`src/rtl/idma_b_tracker_pkg.sv`:
```
`default_nettype none
// ============================================================================
// idma_b_tracker_pkg : shared types for the iDMA write-response tracker
// Revision 1.0
// ============================================================================
package idma_b_tracker_pkg;

  localparam int unsigned BURST_CNT_WIDTH_MAX = 32;
  localparam logic [1:0]  RESP_OKAY           = 2'b00;

  typedef struct packed {
    logic last;
    logic super_last;
  } b_fifo_entry_t;

  typedef struct packed {
    logic                           error;
    logic [1:0]                     resp;
    logic                           super_last;
    logic [BURST_CNT_WIDTH_MAX-1:0] num_bursts;
  } b_rsp_t;

  // Sticky first non-OKAY response: once captured it is never overwritten.
  function automatic logic [1:0] merge_resp(input logic [1:0] acc, input logic [1:0] cur);
    return (acc != RESP_OKAY) ? acc : cur;
  endfunction

endpackage
`default_nettype wire

```
`src/rtl/idma_b_tracker_fifo.sv`:
```
`default_nettype none
// ============================================================================
// idma_b_tracker_fifo : in-order circular buffer of outstanding write bursts
// Revision 1.0
// ============================================================================
module idma_b_tracker_fifo
  import idma_b_tracker_pkg::*;
#(
  parameter int unsigned Depth = 8
) (
  input  logic                         clk_i,
  input  logic                         rst_i,
  input  logic                         push_i,
  input  b_fifo_entry_t                data_i,
  input  logic                         pop_i,
  output b_fifo_entry_t                data_o,
  output logic                         full_o,
  output logic                         empty_o,
  output logic [$clog2(Depth+1)-1:0]   usage_o
);

  localparam int unsigned PTR_WIDTH = $clog2(Depth);
  localparam int unsigned CNT_WIDTH = $clog2(Depth+1);

  b_fifo_entry_t          mem_q [Depth];
  logic [PTR_WIDTH-1:0]   wr_ptr_q, wr_ptr_d;
  logic [PTR_WIDTH-1:0]   rd_ptr_q, rd_ptr_d;
  logic [CNT_WIDTH-1:0]   usage_q, usage_d;
  logic                   w_push, w_pop;

  function automatic logic [PTR_WIDTH-1:0] ptr_inc(input logic [PTR_WIDTH-1:0] ptr);
    return (ptr == PTR_WIDTH'(Depth-1)) ? '0 : ptr + 1'b1;
  endfunction

  assign full_o  = (usage_q == CNT_WIDTH'(Depth));
  assign empty_o = (usage_q == '0);
  assign usage_o = usage_q;
  assign data_o  = mem_q[rd_ptr_q];

  // Push is gated by full only, so a same-cycle pop never frees a slot early.
  assign w_push = push_i & ~full_o;
  assign w_pop  = pop_i & ~empty_o;

  always_comb begin
    wr_ptr_d = wr_ptr_q;
    rd_ptr_d = rd_ptr_q;
    usage_d  = usage_q;
    if (w_push) wr_ptr_d = ptr_inc(wr_ptr_q);
    if (w_pop)  rd_ptr_d = ptr_inc(rd_ptr_q);
    unique case ({w_push, w_pop})
      2'b10:   usage_d = usage_q + 1'b1;
      2'b01:   usage_d = usage_q - 1'b1;
      default: usage_d = usage_q;
    endcase
  end

  always_ff @(posedge clk_i or posedge rst_i) begin
    if (rst_i) begin
      wr_ptr_q <= '0;
      rd_ptr_q <= '0;
      usage_q  <= '0;
    end else begin
      wr_ptr_q <= wr_ptr_d;
      rd_ptr_q <= rd_ptr_d;
      usage_q  <= usage_d;
    end
  end

  always_ff @(posedge clk_i or posedge rst_i) begin
    if (rst_i) begin
      for (int i = 0; i < int'(Depth); i++) mem_q[i] <= '0;
    end else if (w_push) begin
      mem_q[wr_ptr_q] <= data_i;
    end
  end

endmodule
`default_nettype wire

```
`src/rtl/idma_b_tracker.sv`:
```
`default_nettype none
// ============================================================================
// idma_b_tracker : collects AXI B responses per 1D transfer into one completion
// Revision 1.0
// ============================================================================
module idma_b_tracker
  import idma_b_tracker_pkg::*;
#(
  parameter int unsigned NumAxInFlight = 8,
  parameter int unsigned BurstCntWidth = 16
) (
  input  logic                                 clk_i,
  input  logic                                 rst_i,
  input  logic                                 req_valid_i,
  output logic                                 req_ready_o,
  input  logic                                 req_last_i,
  input  logic                                 req_super_last_i,
  input  logic                                 b_valid_i,
  input  logic [1:0]                           b_resp_i,
  output logic                                 b_ready_o,
  output logic                                 rsp_valid_o,
  input  logic                                 rsp_ready_i,
  output logic                                 rsp_error_o,
  output logic [1:0]                           rsp_resp_o,
  output logic                                 rsp_super_last_o,
  output logic [BurstCntWidth-1:0]             rsp_num_bursts_o,
  output logic [$clog2(NumAxInFlight+1)-1:0]   outstanding_o,
  output logic                                 busy_o
);

  b_fifo_entry_t          w_push_entry, w_head;
  logic                   w_full, w_empty, w_b_hs;
  logic [BurstCntWidth-1:0] w_cnt_inc;

  logic                     err_q, err_d;
  logic [1:0]               resp_q, resp_d;
  logic [BurstCntWidth-1:0] cnt_q, cnt_d;
  b_rsp_t                   rsp_q, rsp_d;
  logic                     rsp_valid_q, rsp_valid_d;

  assign w_push_entry = '{last: req_last_i, super_last: req_super_last_i};

  idma_b_tracker_fifo #(
    .Depth (NumAxInFlight)
  ) i_fifo (
    .clk_i   (clk_i),
    .rst_i   (rst_i),
    .push_i  (req_valid_i),
    .data_i  (w_push_entry),
    .pop_i   (w_b_hs),
    .data_o  (w_head),
    .full_o  (w_full),
    .empty_o (w_empty),
    .usage_o (outstanding_o)
  );

  assign req_ready_o = ~w_full;
  // A final burst may only complete when the response register can take it.
  assign b_ready_o   = ~w_empty & (~w_head.last | ~rsp_valid_q | rsp_ready_i);
  assign w_b_hs      = b_valid_i & b_ready_o;
  assign w_cnt_inc   = (&cnt_q) ? cnt_q : cnt_q + 1'b1;

  always_comb begin
    err_d       = err_q;
    resp_d      = resp_q;
    cnt_d       = cnt_q;
    rsp_d       = rsp_q;
    rsp_valid_d = rsp_valid_q;
    if (rsp_valid_q & rsp_ready_i) rsp_valid_d = 1'b0;
    if (w_b_hs) begin
      if (w_head.last) begin
        rsp_d.error      = err_q | b_resp_i[1];
        rsp_d.resp       = merge_resp(resp_q, b_resp_i);
        rsp_d.super_last = w_head.super_last;
        rsp_d.num_bursts = BURST_CNT_WIDTH_MAX'(w_cnt_inc);
        rsp_valid_d      = 1'b1;
        err_d            = 1'b0;
        resp_d           = RESP_OKAY;
        cnt_d            = '0;
      end else begin
        err_d  = err_q | b_resp_i[1];
        resp_d = merge_resp(resp_q, b_resp_i);
        cnt_d  = w_cnt_inc;
      end
    end
  end

  always_ff @(posedge clk_i or posedge rst_i) begin
    if (rst_i) begin
      err_q       <= 1'b0;
      resp_q      <= RESP_OKAY;
      cnt_q       <= '0;
      rsp_q       <= '0;
      rsp_valid_q <= 1'b0;
    end else begin
      err_q       <= err_d;
      resp_q      <= resp_d;
      cnt_q       <= cnt_d;
      rsp_q       <= rsp_d;
      rsp_valid_q <= rsp_valid_d;
    end
  end

  assign rsp_valid_o      = rsp_valid_q;
  assign rsp_error_o      = rsp_q.error;
  assign rsp_resp_o       = rsp_q.resp;
  assign rsp_super_last_o = rsp_q.super_last;
  assign rsp_num_bursts_o = rsp_q.num_bursts[BurstCntWidth-1:0];
  assign busy_o           = ~w_empty | (cnt_q != '0) | rsp_valid_q;

`ifndef SYNTHESIS
  if (BurstCntWidth < BURST_CNT_WIDTH_MAX) begin : g_cnt_pad
    logic [BURST_CNT_WIDTH_MAX-BurstCntWidth-1:0] w_cnt_pad;
    assign w_cnt_pad = rsp_q.num_bursts[BURST_CNT_WIDTH_MAX-1:BurstCntWidth];
    a_cnt_pad_zero : assert property (@(posedge clk_i) w_cnt_pad == '0);
  end

  a_b_without_burst : assert property (@(posedge clk_i) disable iff (rst_i)
    b_valid_i |-> !w_empty);
  a_req_stable : assert property (@(posedge clk_i) disable iff (rst_i)
    (req_valid_i && !req_ready_o) |=> (req_valid_i && $stable({req_last_i, req_super_last_i})));
  a_b_stable : assert property (@(posedge clk_i) disable iff (rst_i)
    (b_valid_i && !b_ready_o) |=> (b_valid_i && $stable(b_resp_i)));
`endif

endmodule
`default_nettype wire

```
`config.mk`:
```
export PLATFORM = sky130hd
export DESIGN_NAME = idma_b_tracker
export DESIGN_NICKNAME = d
export VERILOG_FILES = /design/src/rtl/idma_b_tracker_pkg.sv /design/src/rtl/idma_b_tracker_fifo.sv /design/src/rtl/idma_b_tracker.sv
export SDC_FILE = /design/constraint.sdc
export NUM_CORES = 1
export LEC_CHECK = 0
export CAP_MARGIN = 30
export CORE_AREA = 3 3 87 89
export CTS_CLUSTER_DIAMETER = 50
export DETAILED_ROUTE_END_ITERATION = 6
export DIE_AREA = 0 0 90 92
export GPL_TIMING_DRIVEN = 1
export PLACE_DENSITY = 0.8
export SLEW_MARGIN = 20
export SYNTH_ARGS = -nofsm -noshare
export SYNTH_HDL_FRONTEND = slang
export SYNTH_HIERARCHICAL = 1
export SYNTH_SLANG_ARGS = --single-unit
```
`constraint.sdc`:
```
create_clock -name clk_i -period 5.6 [get_ports clk_i]
set_input_delay 1.12 -clock clk_i [delete_from_list [all_inputs] [get_ports clk_i]]
set_output_delay 1.12 -clock clk_i [all_outputs]
set_load 0.05 [all_outputs]
```
# ---- After elaboration in Yosys (flattened, before gate mapping)
# Index checks and enable logic that the tools add are counted.
dict set report totals {
  regBits 66
  inputBits 9
  elab_cells 80
}
dict set report classes {
  addsub 5
  order_cmp 3
  eq_ne 5
  n_mux 17
  n_bitwise 16
  n_reduce_logical 7
}
# operator count
set ops {}
lappend ops {{16-bit two-way mux} 2}
lappend ops {{16-bit by 1-bit adder with 16-bit output, second input constant} 1}
lappend ops {{16-bit bitwise mux} 1}
lappend ops {{16-bit AND reduction} 1}
lappend ops {{16-bit nonzero test} 1}
lappend ops {{2-bit two-way mux} 5}
lappend ops {{4-bit >= comparator, second input constant} 2}
lappend ops {{3-bit NOT with 4-bit output} 2}
lappend ops {{4-bit case mux with 2 select lines} 1}
lappend ops {{3-bit by 1-bit adder with 3-bit output, second input constant} 2}
lappend ops {{2-bit binary-select mux with 3-bit select} 1}
lappend ops {{2-bit demux with 3-bit select} 1}
lappend ops {{3-bit == test, second input constant} 2}
lappend ops {{3-bit two-way mux} 2}
lappend ops {{1-bit AND} 5}
lappend ops {{1-bit bitwise OR} 5}
lappend ops {{4-bit by 1-bit adder with 4-bit output, second input constant} 1}
lappend ops {{4-bit == test, second input constant} 1}
lappend ops {{4-bit zero test} 1}
lappend ops {{4-bit by 1-bit < comparator with 1-bit output, second input constant} 1}
lappend ops {{1-bit two-way mux} 4}
lappend ops {{1-bit NOT} 4}
lappend ops {{2-bit nonzero test} 2}
lappend ops {{4-bit by 1-bit subtractor with 4-bit output, second input constant} 1}
lappend ops {{4 further kinds} 4}

# ---- Logic depth before layout (Yosys ltp)
# Gate-level depths: netlist (run 1).
dict set report depth {
  ltp_word 12
  depth_mapped 14
  depth_no_buf 11
}

# ---- Cells and area by module
# Netlist (run 1), hierarchy kept.
# mod n_inst cells_per_inst area_each_um2
set modules_own_cells {}
lappend modules_own_cells {idma_b_tracker 1 240 2279.7}
lappend modules_own_cells {idma_b_tracker_fifo 1 108 1461.4}

# ---- Worst setup path before layout (run 1)
# OpenSTA, ideal clock, no wires.
dict set report synth_timing {
  path_kind {register to register}
  from {reg i_fifo.rd_ptr_q[0]}
  to {reg i_fifo.usage_q[3], in the netlist i_fifo/usage_o[3]}
  setup_ns 0.134
  arrival_time_ns 3.820
  t_required_ns 5.466
  slack_ns 1.646
  stages_incl_launch_ff 15
  path_buffers 3
  period_less_slack_ns 3.954
  cell_sequence {dfrtp_1 -> clkbuf_1 -> mux4_2 -> mux2_2 -> buf_2 -> a21o_1 -> inv_1 -> buf_1 -> o41ai_2 -> inv_1 -> ha_1 -> ha_1 -> or4b_2 -> o311ai_0 -> o211ai_1}
}
# item line_no
set synth_rtl {}
lappend synth_rtl {{from (decl)} idma_b_tracker_fifo.sv:27} ;# logic [PTR_WIDTH-1:0] rd_ptr_q, rd_ptr_d;
lappend synth_rtl {{from (signal assigned)} idma_b_tracker_fifo.sv:64} ;# rd_ptr_q <= rd_ptr_d;
lappend synth_rtl {{to (signal assigned)} idma_b_tracker_fifo.sv:65} ;# usage_q <= usage_d;
lappend synth_rtl {{to (decl)} idma_b_tracker_fifo.sv:28} ;# logic [CNT_WIDTH-1:0] usage_q, usage_d;

==> flow_summary.ini, run 1 <==
[outcome]
status = finished clean

[cts]
clk_latency_ps = 350
cts_resized = 0
numCtsBuffers = 9
cts_tree = yes
cts.root.buffer_cell = clkbuf_8
htree_levels = 3
clkSinkCount = 66
cts_hold_buf = 0
clk_pin_slew_ps = 70
post_cts_buffers = 0
clockBufferDepth = 2

[worst_setup_path]
path_class = reg2reg
cp.arrival_ps = 4430
worstPathCellList = mux4_2 -> mux2_2 -> a21o_1 -> inv_1 -> o41ai_2 -> inv_1 -> ha_1 -> ha_1 -> or4b_2 -> o311ai_0 -> o211ai_1
max_stage_delay_ps = 620
worst-path-max-fanout = 17
startpoint_type = flop
path_buf_inv = 2
worstSetupEndpointType = flop
worst_ep_required_time_ps = 5810
crit_slowest_cell = or4b_2
critPathTopFamily = multiplexers

[placement]
placement.io_buffers = 36
dp_slack_ps = 1140
detailed_place_hpwl_um = 5680
gp_congestion = 0.876

[grt]
grt_max_degree = 41
grt_overflow_total = 0
grt_use_total = 0.205
grt_pass1_vias = 2782
grt_first_pass_wirelength_um = 13500
antenna_found_initial = 0

[logic_synthesis]
synthCells = 348
synth-seq-area-share = 0.441
ys.flop_type = dfrtp_1
synth_fp_nets = 367
netlist_area_um2 = 3740
ys_types = 64
synth-warning-count = 6
async_reset_ff_frac = 1.00
synth_seq_cells = 66
synth-edff-count = 0
synth_area_per_cell_um2 = 10.8

[finish]
post-route-util = 0.640
diodes = 0
layout-drive-gt1-share = 0.176
layout.nets = 396
syn_to_final_growth_pct = 16.9

[timing]
postLayoutSetupSlackWorst_ps = 1380
finalHoldViolCount = 0
final-setup-viol-count = 0
rsz0062_at_grt = false
whs_ps = 471
tightestPinTransition_ps = 756
max_freq_mhz = 237
fin_crit_ps = 4220
setup_tns_ps = 0
maxSlewViolCount = 0
finalCritPeriodShare = 0.754
relSlewSlack = 0.494
fin_worst_skew_ps = 7.36

[route]
via_per_inst = 6.08
drt_pass1_iterations = 5
drc = 0
drt_wl_total_um = 8170
drt_iter0_markers = 340
post_drt_wl_per_cell_um = 17.1
num_vias = 2899
antenna_left = 0

[die]
die_h_um = 92
core_um2 = 6830
dieWidth_um = 90
start_util = 0.548
rows = 30
boundaryPins = 37
die_area_um2 = 8280

[flow_run]
drv_cap = 0

[worst_hold_path]
hold_class = reg2reg

[power_and_ir_drop]
worst_ir_drop_vdd_v = 0.000380
power_density_nw_per_um2 = 582
p_leak_nw = 1.85
metrics by stage:
stage | std cells | instance area, µm² | power, W
2_1_floorplan | 348 | 3740 | 0.00178
3_3_place_gp | 461 | 4140 | 0.00206
3_5_place_dp | 461 | 4140 | 0.00212
4_1_cts | 476 | 4340 | 0.00255
5_1_grt | 477 | 4370 | 0.00271
6_report | 477 | 4370 | 0.00255
where the power goes:
| part | total, W | internal (W) | switching, W |
|---|---|---|---|
| clock network | 0.000428 | 0.000246 | 0.000182 |
| registers | 0.000847 | 0.000665 | 0.000182 |
| logic | 0.00127 | 0.000512 | 0.000758 |
metal layers:
| layer | GRT usage | wire length (µm) |
|---|---|---|
| met1 | 0.275 | 3510 |
| met2 | 0.324 | 3830 |
| met3 | 0.0541 | 654 |
| met4 | 0.0689 | 171 |
| met5 | 0 | 0 |
state kept, by name, indices dropped and copies added, names as in the netlist:
| register | cells |
|---|---|
| i_fifo/wr_ptr_q | 3 |
| rsp_valid_o | 1 |
| rsp_super_last_o | 1 |
| cnt_q | 16 |
| err_q | 1 |
| i_fifo/mem_q | 16 |
| rsp_error_o | 1 |
| rsp_resp_o | 2 |
| rsp_num_bursts_o | 16 |
| i_fifo/usage_o | 4 |
| i_fifo/rd_ptr_q | 3 |
| resp_q | 2 |
placed cells by master (no fill, tap or decap), types with 5 or more instances in the layout:
cell / Yosys / routed
o21ai_1: 6 / 6
o21ai_0: 14 / 14
and3_1: 5 / 5
nor3_1: 7 / 6
mux2_2: 16 / 16
nand2_1: 27 / 27
nand4_1: 7 / 7
a21oi_1: 13 / 13
a31oi_1: 15 / 15
mux2_1: 6 / 6
a21o_1: 5 / 5
xnor2_1: 7 / 7
clkbuf_8: 0 / 9
ha_1: 9 / 9
inv_1: 15 / 15
or3_1: 6 / 6
nor2_1: 17 / 17
nand3_1: 6 / 6
clkdlybuf4s50_1: 0 / 36
dfrtp_1: 66 / 66
Yosys cell counts, types with 9 or more instances:
cell | count | area [µm²]
inv_1 | 15 | 56.3
nand2_1 | 27 | 101
buf_2 | 13 | 65.1
a31oi_1 | 15 | 93.8
o21ai_0 | 14 | 70.1
ha_1 | 9 | 113
a21oi_1 | 13 | 65.1
nor2_1 | 17 | 63.8
dfrtp_1 | 66 | 1650
mux2_2 | 16 | 180
path summary, 6_finish.rpt:
kind	startpoint	to	slack, ps	depth (start not counted)
min in group asynchronous	rst_i	i_fifo/usage_o[1]	1090	2
min	rsp_resp_o[1]	rsp_resp_o[1]	470	2
max in group asynchronous	rst_i	cnt_q[15]	4000	3
max	i_fifo/rd_ptr_q[0]	i_fifo/usage_o[3]	1380	11
min reg2reg	rsp_resp_o[1]	rsp_resp_o[1]	470	2
max reg2reg	i_fifo/rd_ptr_q[0]	i_fifo/usage_o[3]	1380	11
cell type report:
type	count	area, µm²
clock buffers	9	124
clock inverters	6	82.6
fillers	565	2460
inverters	17	68.8
multi-input cells	244	1920
flip-flops and latches	66	1650
well taps	96	120
repair buffers	39	403
cell families after synthesis:
| group | synth area share |
|---|---|
| and+or+nand+nor | 0.205 |
| AOI/OAI and AO/OA | 0.147 |
| buffers and inverters | 0.0461 |
| DFF | 0.441 |
| xor gates and xnor gates | 0.0211 |
| muxes | 0.104 |
| adders and majority gates | 0.0355 |
worst min-delay path, delay by kind of cell, from the launching register on:
family	cells	cell delay [ps]
AND/OR/NAND/NOR	2	100
flip-flops	1	340
Power figures use the tool's default switching activity.
==> inputs of run 2 (changes only) <==
- clock period: 5.6 -> 4.4 ns (I/O delays scaled with it)
==> flow_summary.ini, run 2 (synthesis gave the netlist of run 1 again) <==
[cts]
cts_hold_buf = 0
clk_pin_slew_ps = 80
cts_tree = yes
cts_resized = 0
clk_latency_ps = 350
clkSinkCount = 66
clockBufferDepth = 2
post_cts_buffers = 0
numCtsBuffers = 9
htree_levels = 3
cts.root.buffer_cell = clkbuf_8

[die]
rows = 30
start_util = 0.548
dieWidth_um = 90
boundaryPins = 37
die_area_um2 = 8280
core_um2 = 6830
die_h_um = 92

[finish]
layout.nets = 398
multiInputGateArea_um2 = 1920
ff_latch_area_um2 = 1650
layout-drive-gt1-share = 0.182
post-route-util = 0.639
n_fill_cell = 570
diodes = 0
syn_to_final_growth_pct = 16.8
final_cell_mix = dfrtp_1 (66), clkdlybuf4s50_1 (36), nand2_1 (27)
layout_commonest_cell = dfrtp_1

[outcome]
status = finished clean

[worst_setup_path]
worst_ep_required_time_ps = 3520
critPathLaunch = i_fifo/rd_ptr_q[0]
cp.arrival_ps = 2870
worstSetupEndpointType = output pin
path_class = reg2out
worst-path-max-fanout = 10
startpoint_type = flop
r2r_start = i_fifo/rd_ptr_q[0]

[worst_hold_path]
hold_class = reg2reg
holdCritStartpoint = rsp_resp_o[0]

[route]
post_drt_wl_per_cell_um = 16.6
met1_length_um = 3550
drt_pass1_iterations = 4
dr_wl_met3_um = 539
drt_wl_total_um = 7990
dr_wl_met2_um = 3730
drc = 0
highest_layer = met4
via_per_inst = 5.98
antenna_left = 0
num_vias = 2871
drt_iter0_markers = 200

[grt]
antenna_found_initial = 0
grt_max_degree = 41
grt_use_total = 0.206
grt_overflow_total = 0
grt_pass1_vias = 2832
grt_first_pass_wirelength_um = 13800

[timing]
finalCritPeriodShare = 0.852
relSlewSlack = 0.451
final-setup-viol-count = 0
postLayoutSetupSlackWorst_ps = 653
finalHoldViolCount = 0
setup_tns_ps = 0
fin_worst_skew_ps = 9.87
max_freq_mhz = 267
tightestPinTransition_ps = 824
maxSlewViolCount = 0
rsz0062_at_grt = false
fin_crit_ps = 3750

[placement]
dp_slack_ps = 709
placement.io_buffers = 36
detailed_place_hpwl_um = 5710
gp_congestion = 0.870

[power_and_ir_drop]
p_int_w = 0.00177
pwr-share-comb = 0.505
switching_share = 0.448
seq_power_share = 0.335
power_switching_w = 0.00143
p_leak_nw = 1.85
p_clk_frac = 0.160
power_density_nw_per_um2 = 733
worst_ir_drop_vdd_v = 0.000526

[flow_run]
drv_cap = 0
-- run 2: cell types whose count changed in the layout (fill, tap and decap cells not counted) --
cell	delta
clkinv_2	-2
buf_16	-1
buf_8	+1
buf_4	+2
clkinv_4	+1
clkinvlp_4	+1
bufinv_16	-1
inv_6	+2
-- run 2: final timing paths --
kind | cells after the start | endpoint | slack [ps]
max | 4 | b_ready_o | 650
min | 2 | rsp_resp_o[0] | 470
max reg2reg | 11 | i_fifo/usage_o[3] | 730
min reg2reg | 2 | rsp_resp_o[0] | 470
max in group asynchronous | 3 | cnt_q[13] | 3040
min in group asynchronous | 2 | i_fifo/wr_ptr_q[2] | 850
-- run 2: layer usage --
layer,up-vias,global-route usage
met5,-,0
met4,0,0.0880
met3,15,0.0443
met2,95,0.337
met1,1403,0.266
li1,1358,-
-- run 2: worst max-delay path, cell delays in order, from the launching register on --
cell and delay, ps:
dfrtp_1 540, mux4_2 550, mux2_2 380, a21oi_1 200
clkdlybuf4s50_1 840
-- run 2: through the flow --
step / total power (W) / std cells / hold WS (ps) / cell area, µm²
floorplan: 0.00227 / 348 / 453 / 3740
global placement: 0.00264 / 463 / 450 / 4150
detailed placement: 0.00271 / 464 / 459 / 4170
CTS: 0.00323 / 480 / 476 / 4370
global route: 0.00343 / 480 / 516 / 4370
finish: 0.00320 / 480 / 468 / 4370
-- run 2: cell type report --
cell class / count / area share
Multi-Input combinational cell: 244 / 0.440
Sequential cell: 66 / 0.378
Timing Repair Buffer: 41 / 0.0928
Clock buffer: 9 / 0.0284
Tap cell: 96 / 0.0275
Clock inverter: 7 / 0.0175
Inverter: 17 / 0.0158
-- run 2: power by group through the flow --
| stage | Sequential, W | Combinational, W | Clock (W) |
|---|---|---|---|
| after floorplan | 0.00132 | 0.000945 | 0 |
| after global placement | 0.00107 | 0.00157 | 0 |
| after detailed placement | 0.00109 | 0.00162 | 0 |
| after CTS | 0.00107 | 0.00163 | 0.000523 |
| after global routing | 0.00112 | 0.00177 | 0.000548 |
| final | 0.00107 | 0.00162 | 0.000511 |
